## src/rtl/flash_boot_loader.sv

```systemverilog
// Boot-time copier: reads a little-endian image out of 16-bit NOR flash
// and writes it word by word into RAM through a write/ack handshake.
module flash_boot_loader #(
    parameter int unsigned WORD_COUNT  = 256,
    parameter logic [21:0] FLASH_BASE  = 22'h0,
    parameter logic [31:0] RAM_BASE    = 32'h0,
    parameter int unsigned WAIT_CYCLES = 16
) (
    input  logic        clk,
    input  logic        rst,
    input  logic        start,
    output logic        busy,
    output logic        done,
    output logic [21:0] flash_addr,
    output logic [15:0] flash_data_o,
    output logic        flash_data_oe,
    input  logic [15:0] flash_data_i,
    output logic        flash_ce_n,
    output logic        flash_oe_n,
    output logic        flash_we_n,
    output logic [31:0] ram_addr,
    output logic [31:0] ram_wdata,
    output logic        ram_we,
    input  logic        ram_ack
);

    localparam logic [2:0] S_IDLE      = 3'd0;
    localparam logic [2:0] S_CMD_SETUP = 3'd1;
    localparam logic [2:0] S_CMD_PULSE = 3'd2;
    localparam logic [2:0] S_CMD_HOLD  = 3'd3;
    localparam logic [2:0] S_RD_LO     = 3'd4;
    localparam logic [2:0] S_RD_HI     = 3'd5;
    localparam logic [2:0] S_RAM_WR    = 3'd6;
    localparam logic [2:0] S_DONE      = 3'd7;

    localparam int unsigned KW = (WORD_COUNT < 2) ? 1 : $clog2(WORD_COUNT + 1);
    localparam int unsigned CW = (WAIT_CYCLES < 2) ? 1 : $clog2(WAIT_CYCLES);
    localparam logic [CW-1:0] CNT_LAST = CW'(WAIT_CYCLES - 1);
    localparam logic [KW-1:0] K_LAST   = KW'(WORD_COUNT - 1);
    localparam logic          NO_WORDS = (WORD_COUNT == 0);

    logic [2:0]    r_state;
    logic [CW-1:0] r_cnt;
    logic [KW-1:0] r_k;
    logic          r_busy;
    logic          r_done;
    logic [21:0]   r_flash_addr;
    logic [15:0]   r_flash_data_o;
    logic          r_flash_data_oe;
    logic          r_ce_n;
    logic          r_oe_n;
    logic          r_we_n;
    logic [31:0]   r_ram_addr;
    logic [31:0]   r_ram_wdata;
    logic          r_ram_we;

    logic          w_last;
    logic [31:0]   w_ram_addr_k;

    assign w_last       = (r_cnt == CNT_LAST);
    assign w_ram_addr_k = RAM_BASE + (32'(r_k) << 2);

    // Outputs are loaded together with the state they belong to.
    always_ff @(posedge clk or posedge rst) begin
        if (rst) begin
            r_state         <= S_IDLE;
            r_cnt           <= '0;
            r_k             <= '0;
            r_busy          <= 1'b0;
            r_done          <= 1'b0;
            r_flash_addr    <= '0;
            r_flash_data_o  <= '0;
            r_flash_data_oe <= 1'b0;
            r_ce_n          <= 1'b1;
            r_oe_n          <= 1'b1;
            r_we_n          <= 1'b1;
            r_ram_addr      <= '0;
            r_ram_wdata     <= '0;
            r_ram_we        <= 1'b0;
        end else begin
            unique case (r_state)
                S_IDLE, S_DONE: begin
                    if (start) begin
                        r_state         <= S_CMD_SETUP;
                        r_cnt           <= '0;
                        r_k             <= '0;
                        r_busy          <= 1'b1;
                        r_done          <= 1'b0;
                        r_ce_n          <= 1'b0;
                        r_flash_data_oe <= 1'b1;
                        r_flash_data_o  <= 16'h00FF;
                        r_flash_addr    <= FLASH_BASE;
                    end
                end
                S_CMD_SETUP: begin
                    r_state <= S_CMD_PULSE;
                    r_cnt   <= '0;
                    r_we_n  <= 1'b0;
                end
                S_CMD_PULSE: begin
                    if (w_last) begin
                        r_state <= S_CMD_HOLD;
                        r_cnt   <= '0;
                        r_we_n  <= 1'b1;
                    end else begin
                        r_cnt <= r_cnt + 1'b1;
                    end
                end
                S_CMD_HOLD: begin
                    r_flash_data_oe <= 1'b0;
                    r_cnt           <= '0;
                    if (NO_WORDS) begin
                        r_state <= S_DONE;
                        r_ce_n  <= 1'b1;
                        r_busy  <= 1'b0;
                        r_done  <= 1'b1;
                    end else begin
                        r_state <= S_RD_LO;
                        r_oe_n  <= 1'b0;
                    end
                end
                S_RD_LO: begin
                    if (w_last) begin
                        r_ram_wdata[15:0] <= flash_data_i;
                        r_flash_addr      <= r_flash_addr + 22'd1;
                        r_cnt             <= '0;
                        r_state           <= S_RD_HI;
                    end else begin
                        r_cnt <= r_cnt + 1'b1;
                    end
                end
                S_RD_HI: begin
                    if (w_last) begin
                        r_ram_wdata[31:16] <= flash_data_i;
                        r_ce_n             <= 1'b1;
                        r_oe_n             <= 1'b1;
                        r_ram_we           <= 1'b1;
                        r_ram_addr         <= w_ram_addr_k;
                        r_cnt              <= '0;
                        r_state            <= S_RAM_WR;
                    end else begin
                        r_cnt <= r_cnt + 1'b1;
                    end
                end
                S_RAM_WR: begin
                    if (ram_ack) begin
                        r_ram_we <= 1'b0;
                        if (r_k == K_LAST) begin
                            r_state <= S_DONE;
                            r_busy  <= 1'b0;
                            r_done  <= 1'b1;
                        end else begin
                            r_k          <= r_k + 1'b1;
                            r_flash_addr <= r_flash_addr + 22'd1;
                            r_ce_n       <= 1'b0;
                            r_oe_n       <= 1'b0;
                            r_state      <= S_RD_LO;
                        end
                    end
                end
                default: r_state <= S_IDLE;
            endcase
        end
    end

    assign busy          = r_busy;
    assign done          = r_done;
    assign flash_addr    = r_flash_addr;
    assign flash_data_o  = r_flash_data_o;
    assign flash_data_oe = r_flash_data_oe;
    assign flash_ce_n    = r_ce_n;
    assign flash_oe_n    = r_oe_n;
    assign flash_we_n    = r_we_n;
    assign ram_addr      = r_ram_addr;
    assign ram_wdata     = r_ram_wdata;
    assign ram_we        = r_ram_we;

endmodule

```

## config.mk

```make
export PLATFORM = sky130hd
export DESIGN_NAME = flash_boot_loader
export DESIGN_NICKNAME = d
export VERILOG_FILES = /design/src/rtl/flash_boot_loader.sv
export SDC_FILE = /design/constraint.sdc
export NUM_CORES = 1
export LEC_CHECK = 0
export ABC_AREA = 0
export BUFFER_PORTS_ARGS = -buffer_cell sky130_fd_sc_hd__buf_4
export CAP_MARGIN = 20
export CORE_MARGIN = 1.5
export CORE_UTILIZATION = 52
export DETAILED_ROUTE_END_ITERATION = 7
export PLACE_DENSITY = 0.8
export SYNTH_ARGS = -nofsm -noshare
export SYNTH_HDL_FRONTEND = slang
export SYNTH_SLANG_ARGS = --single-unit
```

## constraint.sdc

```tcl
create_clock -name clk -period 3.9 [get_ports clk]
set_clock_uncertainty 0.05 [all_clocks]
set_input_delay 0.78 -clock clk [delete_from_list [all_inputs] [get_ports clk]]
set_output_delay 0.78 -clock clk [all_outputs]
set_load 0.02 [all_outputs]
```

* After elaboration in Yosys (flattened, before gate mapping) *
Index checks and enable logic that the tools add are counted.

word-level totals
  register bits after elaboration = 87
  input port bits = 20
  output and inout port bits = 109
  word-level logic and storage cells = 95

cells by class
  add/subtract/negate cells = 3
  equality and inequality tests = 16
  muxes and demuxes = 36
  reductions and logical operators = 25

operators with widths
  cell                     count
  $mux W22                 4
  $pmux W22 S3             1
  $mux W9                  3
  $add A22 B1 Y22 const B  1
  $pmux W3 S7              1
  $pmux W9 S2              1
  $mux W3                  5
  $reduce_and A5 Y1        3
  $ne A2 B2 Y1 const B     7
  $eq A3 B3 Y1 const B     4
  $pmux W4 S3              1
  $reduce_and A2 Y1        6
  $reduce_and A4 Y1        3
  $reduce_bool A3 Y1       4
  $mux W1                  10
  $pmux W1 S2              5
  $add A9 B1 Y9 const B    1
  $eq A9 B8 Y1 const B     1
  $mux W4                  2
  $reduce_bool A2 Y1       4
  $eq A3 B2 Y1 const B     2
  $pmux W1 S3              2
  $add A4 B1 Y4 const B    1
  $eq A4 B4 Y1 const B     1
  6 further kinds          7

* Logic depth before layout (Yosys ltp) *
Gate-level depths: netlist of run 1.

  depth in word-level cells = 4
  mapped depth = 10
  gate-level depth less buffers = 9

* Worst setup path before layout of run 1 *
No wires, ideal clock.

  path type = reg-to-reg
  start point = register r_k[0]
  end point = register r_flash_addr[19], in the netlist flash_addr[19]
  setup time = 0.078 ns
  arrival time = 2.093 ns
  data required time = 3.772 ns
  slack = 1.679 ns
  cell stages (with the launch flop) = 10
  path buffers = 0
  clock period less this slack = 2.221 ns
  cell sequence = dfrtp_1 -> ha_1 -> nand2_1 -> nor2_1 -> ha_1 -> nor2b_1 -> o22ai_2 -> nand4_2 -> or4_1 -> a21oi_1

on the way
  word-level cells in the longest chain between the ends = 3

RTL lines
  item                                RTL line  text
  start: declaration                  44        logic [KW-1:0] r_k;
  start signal: assignment            153       r_k <= r_k + 1'b1;
  $eq A9 B8 Y1                        148       if (r_k == K_LAST) begin
  $ne A2 B2 Y1 (no source line)       --
  $reduce_and A5 Y1 (no source line)  --
  end signal: assignment              125       r_flash_addr <= r_flash_addr + 22'd1;
  end signal: assignment              154       r_flash_addr <= r_flash_addr + 22'd1;
  end: declaration                    47        logic [21:0] r_flash_addr;

Every way passes these cells.
A chain may end at the register's enable or synchronous reset.

* Worst setup path after layout of run 1 *
  start point = register r_state[1]
  end point = register r_flash_addr[13], in the netlist flash_addr[13]

on the way
  word-level cells in the longest chain between the ends = 4
  elaborated cells on any way between the ends = 12
  those cells by class = eq/ne: 7; mux: 1; reduce/logical: 4

RTL lines
  item                                                                        RTL line  text
  start: declaration                                                          42        logic [2:0] r_state;
  start signal: assignment                                                    66        r_state <= S_IDLE;
  start signal: assignment                                                    84        r_state <= S_CMD_SETUP;
  start signal: assignment                                                    96        r_state <= S_CMD_PULSE;
  $eq A3 B3 Y1 / $logic_not A3 Y1 (equally long branches)                     81        unique case (r_state)
  $reduce_or A2 Y1                                                            81
  $ne A2 B2 Y1 (no source line) / $reduce_bool A3 Y1 (equally long branches)  --
  $reduce_and A5 Y1 (no source line)                                          --

Parallel ways exist; a longest one is shown, timed or not.

==> results of run 1 <==
[cells in the mapped netlist (all sizes together) (9+ instances only)]
library cell / number / area share (%)
dfrtp: 84 / 47
buf: 54 / 8.5
mux2: 41 / 10
nand2: 27 / 2.4
nor2: 27 / 2.3
a21oi: 26 / 2.9
o21ai: 21 / 2.3
nand3: 14 / 1.7
xnor2: 12 / 2.3
clkbuf: 9 / 0.75
or3: 9 / 1.3
[worst max-delay path, cell delays in order (launching register included)]
cell and delay (ns):
dfrtp_1 1.03, nand2_1 0.37, o22ai_2 0.31, nand4_2 0.41
or4_1 0.60, a21oi_1 0.17
[registers in the layout, summed over array words and instances, names as in the netlist]
register and flops:
r_state 3, done 1, flash_data_oe 1, r_k 9, flash_data_o 1, ram_addr 9, ram_we 1, busy 1
ram_wdata 32, flash_ce_n 1, r_cnt 4, flash_we_n 1, flash_addr 22, flash_oe_n 1
[power by group]
group | internal [uW] | switching, uW | total [uW]
Combinational | 732 | 916 | 1650
Clock | 382 | 324 | 706
Sequential | 1220 | 296 | 1510
Total | 2330 | 1540 | 3870
[cells by family after synthesis]
group | synth area share [%]
adder cells (fa/ha/maj) | 1.11
other | 0.0833
multiplexers | 11.2
flip-flops | 48.5
buffers and inverters | 9.82
XOR/XNOR | 2.73
AND/OR/NAND/NOR | 16.7
AO/OA/AOI/OAI | 9.93
[per-layer routing]
layer / up-vias / GRT usage (%) / share of wire [%]
met2: 136 / 32.6 / 47
met4: 0 / 9.68 / 1.7
met3: 14 / 6.40 / 7.4
li1: 1619 / - / -
met5: - / 0 / 0
met1: 1740 / 29.1 / 44
[worst min path at each step]
stage,end,slack (ns),from,cells after the start
after global placement,flash_oe_n,0.41,flash_oe_n,2
after global routing,flash_oe_n,0.46,flash_oe_n,2
after detailed placement,flash_oe_n,0.41,flash_oe_n,2
after floorplan,r_k[8],0.39,r_k[8],2
final,flash_oe_n,0.42,flash_oe_n,2
after CTS,flash_oe_n,0.43,flash_oe_n,2
[per-stage QoR]
step,cells,power (uW),util (%),instance area (sq um)
2_1_floorplan,459,2580,-,4610
3_5_place_dp,605,3170,61.6,5110
6_report,622,3870,64.7,5370
5_1_grt,622,4100,64.7,5370
4_1_cts,621,3890,64.3,5340
3_3_place_gp,605,3110,61.6,5110
[layout make-up]
class / count / area [sq um]
fill: 654 / 2930
clock buffer: 10 / 138
timing repair buffer: 105 / 808
multi-input combinational: 302 / 1990
inverter: 7 / 27.5
sequential: 87 / 2180
clock inverter: 6 / 91.3
tap: 105 / 131
==> results.yml, run 1 <==
clocking:
  clock_path_buffers: 2
  cts_num_sinks: 87
  clockRootBuffer: "clkbuf_8"
  cts_made_buffers: 9
  cts_hold_buffers: 0
  cts_resized: 0
  clk_latency_ns: 0.36
  postCtsSetupRepairBufs: 0
  cts_tree: "done"
  clkTransAtPathRegs_ns: 0.09
  htreeDepth: 3
synth:
  yosys_most_used_dff: "dfrtp_1"
  synthCells: 429
  ys_warn_count: 0
  ys_seq_area_share_pct: 48.5
  synth_area_sq_um: 4500
  synth.distinct_cells: 60
  synthArstFlopShare_pct: 100
  synth_edf_count: 0
  postSynthAreaPerCell_sq_um: 10.5
  yosys_register_bits: 87
sta:
  whs_ns: 0.425
  setup_viol: 0
  worst_slack_ns: 0.875
  rsz0062_at_grt: "no"
  hold_violations: 0
  slew-limit-headroom_pct: 31.8
  max_freq_mhz: 331
  drv_slew: 0
  period_share_pct: 77.6
  tightest_slew_ns: 1.02
  final.min_clock_period_ns: 3.03
  tns_ns: 0
power:
  power_density_nw_per_um2: 720
  ir_drop_uv: 476
  p_leak_uw: 0.00250
die:
  core_sq_um: 8300
  rows: 33
  dieHeight_um: 96.0
  initial_utilization_pct: 54.2
  pin_count: 129
  die_w_um: 96.0
  fp.dieArea_sq_um: 9220
finish:
  diodes: 0
  layout_common_cells: "104 x buf_4, 84 x dfrtp_1, 31 x conb_1"
  drive_gt1_share_pct: 29.6
  final_common_cell: "buf_4"
  syn_to_final_growth_pct: 19.3
  nNetsFinal: 536
routing:
  drc: 0
  ant_nets: 0
  wl_per_cell_um: 15.4
  routed_wl_um: 9560
  vias_per_cell: 5.64
  num_vias: 3509
  first_pass_iters: 4
  drtIter0Drc: 287
global_routing:
  gr-usage-all-layers_pct: 21.7
  grt_pass1_wl_um: 15400
  grt_remaining_overflow: 0
  antenna_found_initial: 0
  grt_pass1_vias: 3275
  grt_max_degree: 42
placed_design:
  gp_congestion: 0.845
  hpwl_um: 6760
  io_buffers: 97
  dp_slack_ns: 0.944
worst_setup_path:
  worstPathArrival_ns: 3.26
  ff2ff_setup_slack_ns: 0.87
  cp-endpoint: "flash_addr[13]"
  worstSetupPathType: "register to register"
  crit_path_max_fanout: 36
  crit_path_end_kind: "register"
  reg2reg_depth: 5
  startpoint: "r_state[1]"
  r2r-start: "r_state[1]"
  startpoint_type: "register"
  critPathRequiredTime_ns: 4.13
  rr_endpoint: "flash_addr[13]"
status:
  outcome: "finished clean"
min_path:
  min_path_type: "register to register"
job:
  cap_violations: 0
Power figures use the tool's default switching activity.
==> run 2, diff against run 1 <==
Settings changed: ABC_AREA 0 to 1.
Clock period 3.9 ns to 2.95 ns, I/O delays scaled along.
==> results.yml, run 2 <==
synth:
  yosys_most_used_dff: "dfrtp_1"
  synthMostInstantiatedCell: "nand2_1"
  postSynthAreaPerCell_sq_um: 8.31
  netlist.area_leader.share_pct: 46.4
  synthArstFlopShare_pct: 100
  ys_warn_count: 0
  ys_seq_area_share_pct: 48.1
  synth.area.top_cells: "dfrtp_1 46%, nand2_1 15%, buf_4 7.5%"
  synth_edf_count: 0
  yosys_register_bits: 87
  synth_area_sq_um: 4530
  synth.distinct_cells: 38
  synthCells: 545
  synth_area_leader_cell: "dfrtp_1"
  synthTopCellsByCount: "178 x nand2_1, 84 x dfrtp_1, 45 x buf_4"
power:
  p_clk_share_pct: 26.5
  ir_drop_uv: 286
  swShare_pct: 39.3
  intPower_uw: 1930
  p_leak_uw: 0.00275
  power_frac_comb_pct: 30.8
  seq_power_share_pct: 42.8
  p_switching_uw: 1250
  power_density_nw_per_um2: 594
  power.total_uw: 3190
routing:
  wl_met1_um: 4070
  wl_per_cell_um: 12.8
  wl_met3_um: 833
  routed_wl_um: 9530
  drtIter0Drc: 170
  ant_nets: 0
  num_vias: 3790
  drc: 0
  wl_met2_um: 4490
  vias_per_cell: 5.09
  top_layer: "met4"
  first_pass_iters: 4
worst_setup_path:
  worstPathArrival_ns: 2.47
  rr_endpoint: "r_k[7]"
  reg2reg_depth: 10
  ff2ff_setup_slack_ns: 0.67
  r2r-start: "r_k[1]"
  worst_path_largest_cell_delay_ns: 0.44
  worstSetupPathType: "register to register"
  cpMaxStageDelayCell: "dfrtp_1"
  crit_buf_inv: 2
  startpoint_type: "register"
  crit_family: "compound AO/OA/AOI/OAI gates"
  crit_path_max_fanout: 13
  critPathRequiredTime_ns: 3.14
  cp_cell_sequence: "ha_1 -> nand3_1 -> nor4_1 -> ha_1 -> nor2_1 -> inv_1 -> a21oi_2 -> inv_1 -> nand2_1 -> o21ai_1"
  crit_path_end_kind: "register"
placed_design:
  gp_congestion: 0.943
  place_inst: 728
  io_buffers: 97
  hpwl_um: 6930
die:
  pin_count: 129
  core_sq_um: 8340
  fp.dieArea_sq_um: 9280
  rows: 33
  die_w_um: 96.3
  initial_utilization_pct: 54.3
  dieHeight_um: 96.3
clocking:
  clk_latency_ns: 0.36
  cts_num_sinks: 87
  postCtsSetupRepairBufs: 0
  clock_path_buffers: 2
  htreeDepth: 3
  cts_resized: 0
  cts_made_buffers: 9
  cts_tree: "done"
  cts_hold_buffers: 0
  clkTransAtPathRegs_ns: 0.09
  clockRootBuffer: "clkbuf_8"
status:
  outcome: "finished clean"
finish:
  layout_common_cells: "178 x nand2_1, 99 x buf_4, 84 x dfrtp_1"
  instances_no_fill: 744
  n_fill_cell: 709
  final_util_pct: 64.3
  regArea_sq_um: 2180
  syn_to_final_growth_pct: 18.3
  diodes: 0
  drive_gt1_share_pct: 23.6
  largest_reg_flops: 32
  multiInputGateArea_sq_um: 1950
  final_common_cell: "nand2_1"
  nNetsFinal: 658
sta:
  max_freq_mhz: 439
  period_share_pct: 77.2
  setup_viol: 0
  slew-limit-headroom_pct: 51.3
  final.min_clock_period_ns: 2.28
  hold_violations: 0
  tightest_slew_ns: 0.729
  rsz0062_at_grt: "no"
  drv_slew: 0
  tns_ns: 0
global_routing:
  grt_remaining_overflow: 0
  antenna_found_initial: 0
  grt_pass1_vias: 3572
  grt_max_degree: 48
  grt_pass1_wl_um: 15800
  gr-usage-all-layers_pct: 22.0
job:
  cap_violations: 0
min_path:
  min_path_type: "input port to async pin"
run 2: cell count changes in the layout (fill, tap and decap cells not counted), moves of 7 or more:
cell     previous run  this run
or4_1               7         0
nor2_1             27        39
nand2_1            26       178
a21oi_1            26        10
mux2_1             21         1
nand3_1            13        43
xnor2_1            12         2
inv_1               6        32
or3_1               9         0
o21ai_1             4        12
run 2: how the worst max path moves through the flow:
| stage | startpoint | endpoint | slack [ns] | cells after the start |
|---|---|---|---|---|
| 4_1_cts | r_k[1] | r_k[7] | 0.69 | 10 |
| 5_1_grt | r_k[1] | r_k[7] | 0.48 | 10 |
| 3_3_place_gp | r_k[1] | r_k[1] | 0.84 | 10 |
| 2_1_floorplan | rst | busy | 0.06 | 1 |
| 3_5_place_dp | r_k[1] | r_k[7] | 0.70 | 10 |
| 6_report | r_k[1] | r_k[7] | 0.67 | 10 |
run 2: per-stage QoR:
| stage | worst slack (ns) | instance area (sq um) | hold slack, ns |
|---|---|---|---|
| finish | 0.672 | 5360 | 0.279 |
| floorplan | 0.0648 | 4640 | 0.431 |
| global placement | 0.844 | 5170 | 0.405 |
| global route | 0.483 | 5360 | 0.322 |
| CTS | 0.695 | 5360 | 0.302 |
| detailed placement | 0.702 | 5170 | 0.410 |
run 2: logic make-up after synthesis:
group / share of synthesized area, %
DFF: 48.1
and+or+nand+nor: 27.9
muxes: 3.98
buffers and inverters: 11.4
AOI/OAI and AO/OA: 5.50
other: 0.0828
xor gates and xnor gates: 1.93
adders and majority gates: 1.10
run 2: power groups by stage:
stage                     logic [uW]  clock network [uW]  registers (uW)
after floorplan                  838                   0            1380
after global placement           955                   0            1380
after detailed placement         977                   0            1380
after CTS                        980                 856            1360
after global routing            1120                 901            1380
final                            981                 843            1360
run 2: layout make-up:
type	instances	area share, %
inverters	37	2.66
clock buffers	10	2.38
clock inverters	6	1.26
repair buffers	100	14.2
multi-input cells	399	36.3
flip-flops and latches	87	40.7
well taps	105	2.45
run 2: metal layers:
layer	up-vias	global-route usage [%]
met5	-	0
met4	0	9.78
met3	13	6.48
met2	162	36.0
met1	1756	26.9
li1	1859	-
